## src/rtl/veda_memory.sv

```systemverilog
// veda_memory: two independent 32x32 single-port banks with bank select on `mode`.
// Both the read and write-through data reach data_out one clock edge after the
// access is presented. reset clears every word and data_out.
module veda_memory #(
  parameter int unsigned DATA_WIDTH = 32,
  parameter int unsigned ADDR_WIDTH = 5,
  parameter int unsigned NUM_BANKS  = 2
) (
  input  logic                  clk,
  input  logic                  reset,
  input  logic                  write_enable,
  input  logic [ADDR_WIDTH-1:0] address,
  input  logic [DATA_WIDTH-1:0] data_in,
  output logic [DATA_WIDTH-1:0] data_out,
  input  logic                  mode
);

  localparam int unsigned DEPTH = 2 ** ADDR_WIDTH;

  // The declaration initialisers give zeroed contents at time zero, so the
  // block is usable without ever asserting reset.
  logic [DATA_WIDTH-1:0] mem [NUM_BANKS][DEPTH] = '{default: '0};
  logic [DATA_WIDTH-1:0] data_q = '0;

  // Storage update: reset clears both banks; a write touches only mem[mode][address].
  always_ff @(posedge clk) begin
    if (reset) begin
      for (int unsigned b = 0; b < NUM_BANKS; b++) begin
        for (int unsigned w = 0; w < DEPTH; w++) begin
          mem[b][w] <= '0;
        end
      end
    end else if (write_enable) begin
      mem[mode][address] <= data_in;
    end
  end

  // Output register: write-through on writes, the stored word on reads.
  always_ff @(posedge clk) begin
    if (reset) begin
      data_q <= '0;
    end else if (write_enable) begin
      data_q <= data_in;
    end else begin
      data_q <= mem[mode][address];
    end
  end

  assign data_out = data_q;

endmodule

```

## config.mk

```make
export PLATFORM = sky130hd
export DESIGN_NAME = veda_memory
export DESIGN_NICKNAME = d
export VERILOG_FILES = /design/src/rtl/veda_memory.sv
export SDC_FILE = /design/constraint.sdc
export NUM_CORES = 2
export LEC_CHECK = 0
export CAP_MARGIN = 5
export CORE_MARGIN = 10
export CORE_UTILIZATION = 58
export DETAILED_ROUTE_END_ITERATION = 16
export DONT_BUFFER_PORTS = 1
export GPL_ROUTABILITY_DRIVEN = 1
export HOLD_SLACK_MARGIN = 0.1
export PLACE_DENSITY = 0.74
export SLEW_MARGIN = 20
export SYNTH_ARGS = -nofsm -noshare
export SYNTH_HDL_FRONTEND = slang
export SYNTH_SLANG_ARGS = --single-unit
export TNS_END_PERCENT = 1
```

## constraint.sdc

```tcl
create_clock -name clk -period 12.55 [get_ports clk]
set_clock_uncertainty 0.2 [all_clocks]
set_input_delay 2.51 -clock clk [delete_from_list [all_inputs] [get_ports clk]]
set_output_delay 2.51 -clock clk [all_outputs]
set_load 0.01 [all_outputs]
```

Word-level counts from Yosys, hierarchy flattened
Memory sizes are Yosys's and may differ from the RTL's.
Cells that the tools add are included.
{"block": "classes", "add_sub_neg": 0, "mul": 0, "n_div": 0, "magnitude_cmp": 2, "eq_ne": 0, "shifts": 0, "mux": 14, "bitwise_logic": 1, "n_reduce_logical": 2}
{"cell": "two-way mux 1024 bit", "count": 3}
{"cell": "OR reduction 1024 bit", "count": 1}
{"cell": "binary-select mux 32 bit (select 5 bit)", "count": 1}
{"cell": "demux 32 bit (select 5 bit)", "count": 1}
{"cell": "two-way mux 32 bit", "count": 4}
{"cell": ">= comparator 6 bit, second input constant", "count": 1}
{"cell": "less-than comparator 6 x 1 -> 1 bit, second input constant", "count": 1}
{"cell": "inverter 5 -> 6 bit", "count": 1}
{"cell": "two-way mux 1 bit", "count": 5}
{"cell": "logical AND 1 bit", "count": 1}
{"block": "totals", "regBits": 32, "latch_bits": 0, "mem_bits_rw": 2048, "rom_bits": 0, "input_bits": 41, "output_inout_bits": 32, "word_cells": 21, "mem_count": 1}
{"name": "mem", "depth": 2, "word_bits": 1024, "read_ports": 1, "rd_clocked_by_memory_dff": 0, "write_ports": 2, "line_no": "22", "rtl": "logic [DATA_WIDTH-1:0] mem [NUM_BANKS][DEPTH] = '{default: '0};"}

Logic depth before layout (Yosys ltp)
{"block": "depth", "word_depth": 8, "depth_mapped": 10}

Least setup slack after synthesis
OpenSTA, ideal clock, no wires.
{"block": "synth_timing", "path_type": "input port to flip-flop", "startpoint": "input address[1]", "endpoint": "memory mem[1][32] (netlist name), enable pin", "setup_ps": 428, "arrival_time_ps": 5075, "slack_ps": 6846, "path_stages": 6, "path_buffers": 3, "cell_sequence": "buf_2 -> and2b_1 -> buf_2 -> buf_1 -> nand3_1 -> o21bai_1"}
{"element": "start, declared", "line_no": "12", "rtl": "input logic [ADDR_WIDTH-1:0] address,"}
{"element": "end, declared", "line_no": "22"}

==> out/results.txt <==
Post-CTS Setup Inserts: 0
Clock transition at path regs: 0.06 ns
Core Region: 0.150 mm^2
grt ovf: 0
DIE HEIGHT: 409 um
Post-synth EDFFs: 2,048
Top Metal Used: met5
Netlist cell types: 40
Die ar.: 0.167 mm^2
Std-Cell Rows: 142
I/O Pins: 73
wire length of the first global-routing pass: 349 mm
critical path, cell by cell: buf_16, buf_16, buf_16, and2b_2, nand3_2, nand2b_2
Buffers on Ports: 0
final WL: 246 mm
total vias in the final route: 49,700
Layout area overhead: 8.92%
# resized after CTS: 0
leak pwr: 33.9 nW
PwrDens: 160 mW/mm^2
Total GRT Usage: 28.8%
Slew Viols, Final: 0
Mapped Nets: 5,579
Post-Route M1 WL: 90.5 mm
residual DRC count: 0
H-tree depth: 4
VDD IR max: 0.000134 V
post-route setup TNS: 0 ns
cts hold-fix bufs: 0
Skew-Pair Late Insertion Delay: 0.84 ns
Seq cells post-synth: 2,080
half-perimeter wire length after placement: 136 mm
WP buf/inv: 3
initial antenna violation count: 17
clk buf depth: 3
Most used DFF post-synth: edfxtp_1
Mapped Cells: 5,538
max incr delay on CP: 0.89 ns
clk sinks: 2,080
Startpoint Class: primary input
Crit-path slowest cell: nand2b_2
Synth Cell Area: 0.0877 mm^2
Worst slew margin: 9.17%
Fmax: 0.141 GHz
Final Cycle Share: 56.5%
TritonCTS buffer count: 200
Placer Congestion: 0.923
DRT Pass-1 Iters: 6
largest net degree at the start of global routing: 938
Routed WL per cell: 32.6 um
critical path type: in2reg
top-area cell type share of the netlist area: 70.1%
met3 WL: 30.8 mm
Final Cell Area: 0.0955 mm^2
CP delay by family, top: buffers and inverters
top cells by count, synth: edfxtp_1 (2,048), and2_1 (996), mux2i_1 (835)
vias in the first global route: 48,800
drt first-iter violations: 7,069
vias per cell: 6.58
share of layout cells above drive strength 1: 10.7%
Final #Nets: 5,398
Critical Path RT: 12.65 ns
cell repeated most along the worst path: buf_16
Post-Place Cell Area: 0.0889 mm^2
Starting Density: 58.4%
Root Buffer: clkbuf_16
Final Hold Violating Endpoints: 0
Async S/R FF share, synth: 0%
FILL cells: 10,400
CP Capture Type: flop
top post-synthesis cells by area: edfxtp_1 (70%), mux2i_1 (9.5%), and2_1 (7.1%), a22oi_1 (3.5%), mux4_2 (2.5%)
Seq/Total Area, Yosys: 70.8%
most common cell in the synthesized netlist: edfxtp_1
Met2 Wirelength: 116 mm
post-route ant nets: 0
minimum clock period after layout: 7.09 ns
arrival time of the worst setup path: 7.19 ns
status: finished clean
worst hold path type: reg2reg
RSZ-0062 raised after global routing: no
synth warn: 0
Max-Cap Viols: 0
CTS tree: built
Chip Width: 409 um
Slew @ Worst Pin: 1.36 ns
Final setup viols: 0
crit path max fanout: 188
syn_area_per_cell: 15.8 um^2
post-synth top area cell: edfxtp_1
-- metrics by stage --
| stage | total power, W | utilization [%] | cells | hold slack (ns) | setup slack, ns |
|---|---|---|---|---|---|
| finish | 0.0153 | 63.6 | 7549 | 0.684 | 5.46 |
| global route | 0.0156 | 63.6 | 7541 | 0.719 | 5.41 |
| CTS | 0.0152 | 63.5 | 7533 | 0.678 | 7.09 |
| detailed placement | 0.00934 | 59.2 | 7163 | 0.671 | 6.16 |
| global placement | 0.00930 | 59.2 | 7162 | 0.644 | 6.19 |
| floorplan | 0.00905 | - | 5538 | 0.579 | 6.85 |
-- cells in the final DEF (no fill, tap or decap), types with 52 or more instances in the layout --
cell type  Yosys  routed
nand4_1       62      62
nand2_1       52      52
clkbuf_16      0     205
mux2i_1      835     835
nor2_1       106      96
edfxtp_1    2048    2048
a22oi_1      413     413
and2_1       996     993
o21ai_1       61      61
nand3_1      196     195
mux4_2        96      96
buf_4         72      65
-- sequential cells by signal (all words and copies together) (netlist names) --
signal	cells
data_out	32
mem	2048
-- logic make-up (layout without fill, tap and decap cells) --
logic type | Yosys count | after routing | share of synthesized area, %
compound gates | 544 | 544 | 4.48
flops | 2080 | 2080 | 70.8
mux | 931 | 931 | 12.0
buf+inv | 492 | 479 | 2.76
other cells | 0 | 8 | 0
simple gates | 1491 | 1491 | 9.92
-- power breakdown --
part	internal [W]	switching (W)	total [W]
registers	0.00814	0.000149	0.00828
logic	0.000320	0.000707	0.00103
clock network	0.00338	0.00256	0.00594
-- worst reg2reg max path: cells and delay by family (launching register included) --
kind	cells	cell delay (ns)
flip-flops	1	0.38
AO/OA/AOI/OAI	2	0.57
multiplexers	1	0.47
AND/OR/NAND/NOR	2	1.04
-- path summary, 6_finish.rpt --
check	start	endpoint	slack, ns	depth (start not counted)
min reg2reg	mem[0][989]	data_out[29]	0.68	6
min	mem[0][989]	data_out[29]	0.68	6
max	mode	mem[0][998]	5.46	6
max reg2reg	mem[1][690]	data_out[18]	9.73	5
-- per-layer routing --
layer / vias up / GRT usage (%)
met5: - / 0.948
met4: 12 / 9.24
met3: 607 / 8.52
met2: 3267 / 45.1
met1: 25100 / 38.7
li1: 20700 / -
-- cell type report --
type	count	area [um^2]	share of cell area, %
sequential	2080	62100	65.0
antenna	8	20.0	0.0210
clock buffer	258	5380	5.63
clock inverter	112	1010	1.06
tap	2016	2520	2.64
multi-input combinational	2966	23500	24.6
timing repair buffer	77	796	0.833
inverter	32	120	0.126
(Power assumes the default switching activity.)
